===== src/rtl/barr_pipe.sv =====
// Pipelined multi-lane signed Barrett reducer.
// Three register stages (S1 multiply, S2 quotient estimate, S3 subtract/fold).
// Per-beat canon flag selects centred or canonical [0,Q) output.
// Every stage shifts together on adv, so bubbles are kept rather than squeezed out.
module barr_pipe #(
    parameter int LANES  = 2,
    parameter int DATA_W = 16,
    parameter int Q      = 3329,
    parameter int V      = 20159,
    parameter int SHIFT  = 26
) (
    input  logic                      clk_i,
    input  logic                      rst_ni,
    input  logic                      clear_i,
    input  logic                      valid_i,
    output logic                      ready_o,
    input  logic                      canon_i,
    input  logic [LANES*DATA_W-1:0]   data_i,
    output logic                      valid_o,
    input  logic                      ready_i,
    output logic [LANES*DATA_W-1:0]   data_o
);

    // Product width: wide enough for a = -2^(DATA_W-1) plus the rounding constant.
    localparam int PW = DATA_W + $clog2(V) + 2;
    // Remainder width: one bit beyond the lane so a - t*Q cannot wrap.
    localparam int RW = DATA_W + 1;

    localparam logic signed [PW-1:0] V_S = PW'(V);
    localparam logic signed [PW-1:0] RND = PW'(1) << (SHIFT - 1);
    localparam logic signed [RW-1:0] Q_S = RW'(Q);

    logic adv;
    logic v1, v2, v3;
    logic c1, c2;

    assign adv     = ready_i | ~v3;
    assign ready_o = adv;
    assign valid_o = v3;

    // Stage valids and canon flags; clear wins over acceptance and advance.
    always_ff @(posedge clk_i or negedge rst_ni) begin
        if (!rst_ni) begin
            v1 <= 1'b0;
            v2 <= 1'b0;
            v3 <= 1'b0;
            c1 <= 1'b0;
            c2 <= 1'b0;
        end else if (clear_i) begin
            v1 <= 1'b0;
            v2 <= 1'b0;
            v3 <= 1'b0;
        end else if (adv) begin
            v1 <= valid_i;
            v2 <= v1;
            v3 <= v2;
            c1 <= canon_i;
            c2 <= c1;
        end
    end

    for (genvar k = 0; k < LANES; k++) begin : g_lane
        logic signed [DATA_W-1:0] a_in;
        logic signed [DATA_W-1:0] a1;
        logic signed [DATA_W-1:0] a2;
        logic signed [PW-1:0]     a_ext;
        logic signed [PW-1:0]     p_n;
        logic signed [PW-1:0]     p1;
        logic signed [PW-1:0]     sum;
        logic signed [RW-1:0]     t_n;
        logic signed [RW-1:0]     tq_n;
        logic signed [RW-1:0]     tq2;
        logic signed [RW-1:0]     r_n;
        logic signed [DATA_W-1:0] r3;

        assign a_in  = data_i[k*DATA_W +: DATA_W];
        assign a_ext = {{(PW-DATA_W){a_in[DATA_W-1]}}, a_in};
        assign p_n   = a_ext * V_S;
        assign sum   = p1 + RND;
        // Quotient estimate is at most about 2^(DATA_W-1)/Q in magnitude, so RW bits hold it.
        assign t_n   = RW'(sum >>> SHIFT);
        assign tq_n  = t_n * Q_S;
        assign r_n   = {a2[DATA_W-1], a2} - tq2;

        // Lane datapath: multiply, estimate quotient, subtract and optionally fold into [0,Q).
        always_ff @(posedge clk_i or negedge rst_ni) begin
            if (!rst_ni) begin
                a1  <= '0;
                p1  <= '0;
                a2  <= '0;
                tq2 <= '0;
                r3  <= '0;
            end else if (adv) begin
                a1  <= a_in;
                p1  <= p_n;
                a2  <= a1;
                tq2 <= tq_n;
                r3  <= DATA_W'((c2 && r_n[RW-1]) ? (r_n + Q_S) : r_n);
            end
        end

        assign data_o[k*DATA_W +: DATA_W] = r3;
    end

endmodule


===== config.mk =====
export PLATFORM = sky130hd
export DESIGN_NAME = barr_pipe
export DESIGN_NICKNAME = d
export VERILOG_FILES = /design/src/rtl/barr_pipe.sv
export SDC_FILE = /design/constraint.sdc
export NUM_CORES = 1
export LEC_CHECK = 0
export ABC_AREA = 0
export CAP_MARGIN = 20
export CORE_MARGIN = 2
export CORE_UTILIZATION = 45
export DETAILED_ROUTE_END_ITERATION = 6
export PLACE_DENSITY = 0.72
export SLEW_MARGIN = 20
export SYNTH_ARGS = -nofsm -noshare
export SYNTH_HDL_FRONTEND = slang
export SYNTH_SLANG_ARGS = --single-unit

===== constraint.sdc =====
create_clock -name clk_i -period 5.1 [get_ports clk_i]
set_clock_uncertainty 0.2 [all_clocks]
set_input_delay 1.02 -clock clk_i [delete_from_list [all_inputs] [get_ports clk_i]]
set_output_delay 1.02 -clock clk_i [all_outputs]
set_load 0.02 [all_outputs]

=== Word level (Yosys, flattened, before mapping) ===
Index checks and enable logic that the tools add are counted.

* Add/sub/neg operators: 6
* Multiply operators: 4
* Multiplexer cells: 8
* Bitwise gates (word level): 3
* Reductions and logical operators: 4

{| class="wikitable"
|+ Operators with widths
! cell !! number
|-
| $add A33 B27 Y33 const B || 2
|-
| $mul A16 B16 Y32 const B || 2
|-
| $mul A7 B13 Y17 const B || 2
|-
| $sub A17 B17 Y17 || 2
|-
| $add A16 B13 Y16 const B || 2
|-
| $mux W16 || 2
|-
| $mux W1 || 6
|-
| $logic_and A1 B1 Y1 || 2
|-
| $not A1 Y1 || 2
|-
| $reduce_and A2 Y1 || 1
|-
| $reduce_bool A2 Y1 || 1
|-
| $or A1 B1 Y1 || 1
|}

* Flip-flop bits (word level): 201
* Output and inout port bits: 34

=== Longest topological paths before layout ===
Gate-level depths: netlist (run 1).

* Depth after elaboration: 4
* Depth in mapped cells: 22

=== Worst setup path before layout (run 1) ===
No wires, ideal clock.

* Kind: input to register
* Start: input data_i[27]
* End: register g_lane[1].p1[31]
* Arrival time: 6.182 ns
* Required time: 4.771 ns
* Path slack: -1.411 ns
* Stages: 20
* Buffers on the path: 0
* Cells stage by stage: inv_1 fa_1 inv_1 fa_1 fa_1 fa_1 fa_1 inv_1 fa_1 inv_1 ha_1 a21o_1 a21o_1 a21o_1 a221o_1 a311oi_1 nor3_1 o31ai_1 xnor2_1 o21ai_1

* Word-level cells in the longest chain between the ends: 1

{| class="wikitable"
|+ Ends and longest elaborated chain
! element !! line !! source
|-
| from (decl) || 18 || <nowiki>input logic [LANES*DATA_W-1:0] data_i,</nowiki>
|-
| $mul A16 B16 Y32 || 78 || <nowiki>assign p_n = a_ext * V_S;</nowiki>
|-
| to (signal assigned) || 95 || <nowiki>p1 <= p_n;</nowiki>
|-
| to (decl) || 68 || <nowiki>logic signed [PW-1:0] p1;</nowiki>
|}

Every way passes these cells.
A chain may end at the register's enable or synchronous reset.

=== Worst setup path in the final report (run 1) ===
* Start: input data_i[10]
* End: register g_lane[0].p1[31]

* Word-level cells in the longest chain between the ends: 1

{| class="wikitable"
|+ Ends and longest elaborated chain
! element !! line
|-
| $mul A16 B16 Y32 || 78
|-
| to (signal assigned) || 95
|-
| to (decl) || 68
|}

Every way passes these cells.

==> metrics, run 1 <==
status=finished, violations left; failing checks=negative setup slack; Reg2Reg Depth=16; headroom to the max-slew limit=about a third; Cells after Synth=between 2000 and 2500; largest family of logic cells by synthesized area=adder cells; number of library cell types mapped by synthesis=75; kind of critical path=in2reg; post-DP HPWL=~38000 um; clk buf depth=2; Synth Area in Simple Gates=9.44%; worst setup path start=data_i[10]; grt ovf=0; fin nets=3086; CP Data Required Time=~5200 ps; most common cell after layout, fill and taps aside=inv_1; Post-route DRC=0; setup slack after layout=-1110 ps; Die H=217 um; global-route wire length before repair=between 70000 and 80000 um; gr usage total=20.2%; Final min period=approximately 6200 ps; Max FO, Critical Path=3; Core ar.=~0.045 sq mm; Die Footprint=roughly 0.047 sq mm; R2R setup slack=~710 ps; root buffer cell=clkbuf_16; WL final=between 40000 and 50000 um; R2R Path Start=g_lane[1].p1[28]; Clock Latency Late Sink=430 ps; Yosys warning total=0; Adder-Cell Fraction of Synth Area=48.7%; P&R area growth vs syn=21.4%; antenna-violating nets left=0; CP endpoint kind=flop; TritonCTS Buffers=17; layout cells sized above 1=18.6%; DR WL/cell=~15 um; clock slew at reported path FFs=60 ps; CTS tree=yes; Synth Register Bits=approximately 150; most frequent cells in the layout=inv_1, ha_1, fa_1, nand2_1, buf_4; cell row count=78; via count=around 15000; max cap viols=0; post-synthesis compound-gate area fraction=8.75%; CP Capture Point=g_lane[0].p1[31]; reg2reg end=g_lane[1].tq2[16]; FMAX=~160 MHz; CP startpoint kind=primary input; RSZ-0062 raised after global routing=yes; Multi-input gate area=0.0153 sq mm; # placed instances=2980; Slew @ Worst Pin=1020 ps; CP Data Arrival Time=6310 ps; initial antenna violation count=0; final setup fails=14; GPL Wtd Cong=approximately 0.94; Non-Filler Instances=3041; register area=0.00368 sq mm; Primary FF master, synth=dfrtp_1; DR pass1 iterations=5; # port buffers=just over 70; Seq/Total Area, Yosys=18.0%; Initial Util=45.3%; Post-synth EDFFs=0; vias in the first global route=16100; final-report hold violation count=0; multiplexer area fraction after synthesis=0.472%; Top Ports=72; Post-Synth XOR/XNOR Area=under 10%; Clock Sinks=147; antenna cells=0; fill count=3886; final-report max-slew violation count=0; syn_area_per_cell=between 9 and 10 sq um; cts hold-fix bufs=0; Min-Delay Path Class=reg2reg; Async S/R FF share, synth=100%; Die Width=around 220 um; Post-Syn Area=0.0204 sq mm; vias per inst=between 4 and 5; DR iter-0 viols=697; H-tree levels=4; syn_nets=about 2800; largest net degree at the start of global routing=107; Final period util=122%
sequential cells by signal, summed over array words and instances (netlist names):
register and cells:
c1 1, c2 1, g_lane.a1 32, g_lane.a2 32, g_lane.p1 14, g_lane.r3 32
g_lane.tq2 32, v1 1, v2 1, valid_o 1
cell type report:
class / count / area share (%)
Sequential cell: 147 / 14.8
Clock inverter: 13 / 0.706
Clock buffer: 19 / 1.79
Tap cell: 600 / 3.03
Timing Repair Buffer: 297 / 9.87
Inverter: 528 / 8.17
Multi-Input combinational cell: 1437 / 61.6
per-stage QoR:
stage | TNS [ps] | hold WS (ps) | instance area [sq um] | worst slack [ps] | util, %
floorplan | -14120 | 239 | 20600 | -1220 | -
detailed placement | -27840 | 258 | 23400 | -2180 | 51.8
global placement | -26630 | 253 | 23400 | -2040 | 51.8
CTS | -15320 | 265 | 24300 | -1240 | 53.9
finish | -13540 | 264 | 24800 | -1110 | 55.0
global route | -16140 | 281 | 24800 | -1320 | 55.0
how the worst min path moves through the flow:
| stage | depth (start not counted) | endpoint | start | slack (ps) |
|---|---|---|---|---|
| final | 2 | g_lane[1].a2[1] | g_lane[1].a1[1] | 260 |
| after CTS | 2 | g_lane[1].a2[1] | g_lane[1].a1[1] | 270 |
| after global placement | 2 | g_lane[1].a1[2] | g_lane[1].a1[2] | 250 |
| after global routing | 2 | g_lane[0].a2[6] | g_lane[0].a1[6] | 280 |
| after floorplan | 2 | g_lane[0].a1[0] | g_lane[0].a1[0] | 240 |
| after detailed placement | 2 | g_lane[1].a2[3] | g_lane[1].a1[3] | 260 |
critical path: stages:
cell and delay (ps):
buf_8 80, clkinvlp_4 110, buf_6 130, fa_1 490, inv_1 50, fa_1 450, fa_1 520, fa_1 430
fa_1 520, inv_1 50, fa_1 490, inv_2 50, ha_4 230, a21o_1 180, or3_1 320, a211oi_2 250
o32a_1 220, a21oi_2 100, o2111ai_1 220, nand3_1 140, xnor2_1 170, o21ai_1 80
synth_stat cells (10+ instances only):
master	n	area, sq um
a211oi_1	13	97.6
nor2_1	88	330
and3_1	15	93.8
nand2_1	222	833
a21o_1	25	188
ha_1	328	4100
o21ai_0	92	460
a21oi_1	80	400
nor2b_1	10	62.6
nor3_1	11	55.1
xnor2_1	49	429
inv_1	527	1980
dfrtp_1	147	3680
xor2_1	49	429
nand3_1	21	105
fa_1	292	5850
clkbuf_1	32	120
what timing repair did:
action | 4_1_cts | 5_1_grt
buffers inserted | 21 | 12
endpoints found under the setup margin | 14 | 14
resized for setup | 126 | 127
pin swaps | 80 | 97
hold endpoints to repair | 0 | 0
routing by layer:
metal,GRT usage (%),vias to the layer above,wire [um]
li1,-,7317,-
met1,27.5,7384,21000
met4,5.32,0,860
met5,0,-,0
met2,34.8,234,22500
met3,1.77,54,1130
logic make-up after synthesis:
kind of cell,count (synthesis)
AO/OA/AOI/OAI,285
adder cells (fa/ha/maj),620
buffers and inverters,567
AND/OR/NAND/NOR,425
multiplexers,9
flip-flops,147
XOR/XNOR,98
Power of run 1 is left out: the tool's default activity adds up to more than one toggle a clock period on the data nets, which glitch-free logic cannot reach.
==> run 2, diff against run 1 <==
--- a/config.mk
+++ b/config.mk
@@ -8,9 +8,10 @@
 export ABC_AREA = 0
 export CAP_MARGIN = 20
 export CORE_MARGIN = 2
-export CORE_UTILIZATION = 45
+export CORE_UTILIZATION = 35
 export DETAILED_ROUTE_END_ITERATION = 6
-export PLACE_DENSITY = 0.72
+export PLACE_DENSITY = 0.56
+export SKIP_CTS_REPAIR_TIMING = 1
 export SLEW_MARGIN = 20
 export SYNTH_ARGS = -nofsm -noshare
 export SYNTH_HDL_FRONTEND = slang
==> metrics, run 2 (synthesis results as in run 1) <==
# port buffers=71; Final period util=128%; DR iter-0 viols=between 500 and 600; hold path start=g_lane[0].a1[1]; CP startpoint kind=primary input; Die Footprint=0.0603 sq mm; FMAX=around 150 MHz; Non-Filler Instances=3208; max cap viols=0; GPL Wtd Cong=0.901; antenna-violating nets left=0; Min-Delay Path Class=reg2reg; post-DP HPWL=39100 um; hold path depth=2; CP endpoint kind=flop; layout cells sized above 1=roughly 16%; final-report hold violation count=0; Initial Util=35.4%; Multi-input gate area=0.0150 sq mm; R2R Path Start=g_lane[1].p1[27]; kind of critical path=in2reg; final-report max-slew violation count=0; via count=14500; CP Data Required Time=between 5000 and 6000 ps; R2R setup slack=780 ps; antenna cells=0; worst hold slack=269 ps; vias per inst=4.53; largest net degree at the start of global routing=102; H-tree levels=4; most frequent cells in the layout=inv_1, ha_1, fa_1, nand2_1, buf_4; Clock Sinks=~150; DR WL/cell=14.2 um; Die Width=246 um; root buffer cell=clkbuf_16; WL final=45600 um; Core ar.=0.0577 sq mm; clock slew at reported path FFs=60 ps; gr usage total=between 10% and 20%; Top Ports=72; setup slack after layout=-1450 ps; fin nets=3089; cell row count=88; CTS tree=yes; Die H=246 um; DR pass1 iterations=5; final setup fails=14; fill count=5675; Post-route DRC=0; register area=0.00368 sq mm; global-route wire length before repair=78400 um; Reg2Reg Depth=17; failing checks=negative setup slack; Slew @ Worst Pin=971 ps; Max FO, Critical Path=3; headroom to the max-slew limit=35.3%; clk buf depth=2; vias in the first global route=15900; grt ovf=0; most common cell after layout, fill and taps aside=inv_1; Hold EP=g_lane[0].a1[1]; initial antenna violation count=0; TritonCTS Buffers=17; # placed instances=~3200; CP Data Arrival Time=6620 ps; Placement Setup Slack=-2230 ps; status=finished, violations left; Final min period=6550 ps; reg2reg end=g_lane[1].tq2[16]; Clock Latency Late Sink=430 ps; RSZ-0062 raised after global routing=yes; P&R area growth vs syn=21.4%
run 2: cell count changes in the layout (fill, tap and decap cells not counted), sizes merged:
cell,change
buf,-3
dlymetal6s2s,+10
clkinvlp,-3
dlygate4sd2,-2
clkbuf,+2
clkinv,+2
clkdlybuf4s15,-4
run 2: how the worst max path moves through the flow:
stage          startpoint          endpoint  cells past startpoint
3_3_place_gp   data_i[10]  g_lane[0].p1[30]                     22
5_1_grt        data_i[31]  g_lane[1].p1[30]                     21
6_report       data_i[31]  g_lane[1].p1[30]                     21
3_5_place_dp   data_i[30]  g_lane[1].p1[31]                     20
4_1_cts        data_i[30]  g_lane[1].p1[31]                     20
2_1_floorplan   data_i[9]  g_lane[0].p1[30]                     22
run 2: layout make-up:
type / instances / share of cell area, %
flip-flops and latches: 147 / 14.8
clock inverters: 12 / 0.621
inverters: 528 / 8.14
multi-input cells: 1437 / 60.6
repair buffers: 300 / 10.1
clock buffers: 19 / 1.83
well taps: 765 / 3.86
run 2: stage by stage:
step	utilization [%]	TNS, ps	instance area [sq um]
CTS	42.1	-22500	24300
detailed placement	41.1	-28840	23700
global placement	41.1	-27390	23700
global route	43.0	-18690	24800
finish	43.0	-16430	24800
floorplan	-	-14120	20600
run 2: routing by layer:
metal | track usage, % | vias to the layer above | part of all wire (%)
met2 | 26.6 | 153 | 47
met3 | 1.64 | 37 | 2.4
met1 | 22.2 | 7029 | 48
met5 | 0 | - | 0
met4 | 3.46 | 0 | 1.6
li1 | - | 7308 | -
run 2: critical path: stages:
cell      delay (ps)
buf_6             90
buf_6            110
fa_1             510
fa_1             520
fa_1             540
fa_1             530
fa_1             540
inv_2             50
fa_1             510
inv_2             50
ha_4             230
a21o_1           170
a21o_1           150
a21o_1           170
a221o_2          430
a311oi_4         350
nor3_2           110
buf_4            160
nor3_4           180
xnor2_2          140
o21ai_1           70
Power of run 2 is left out for the same reason.
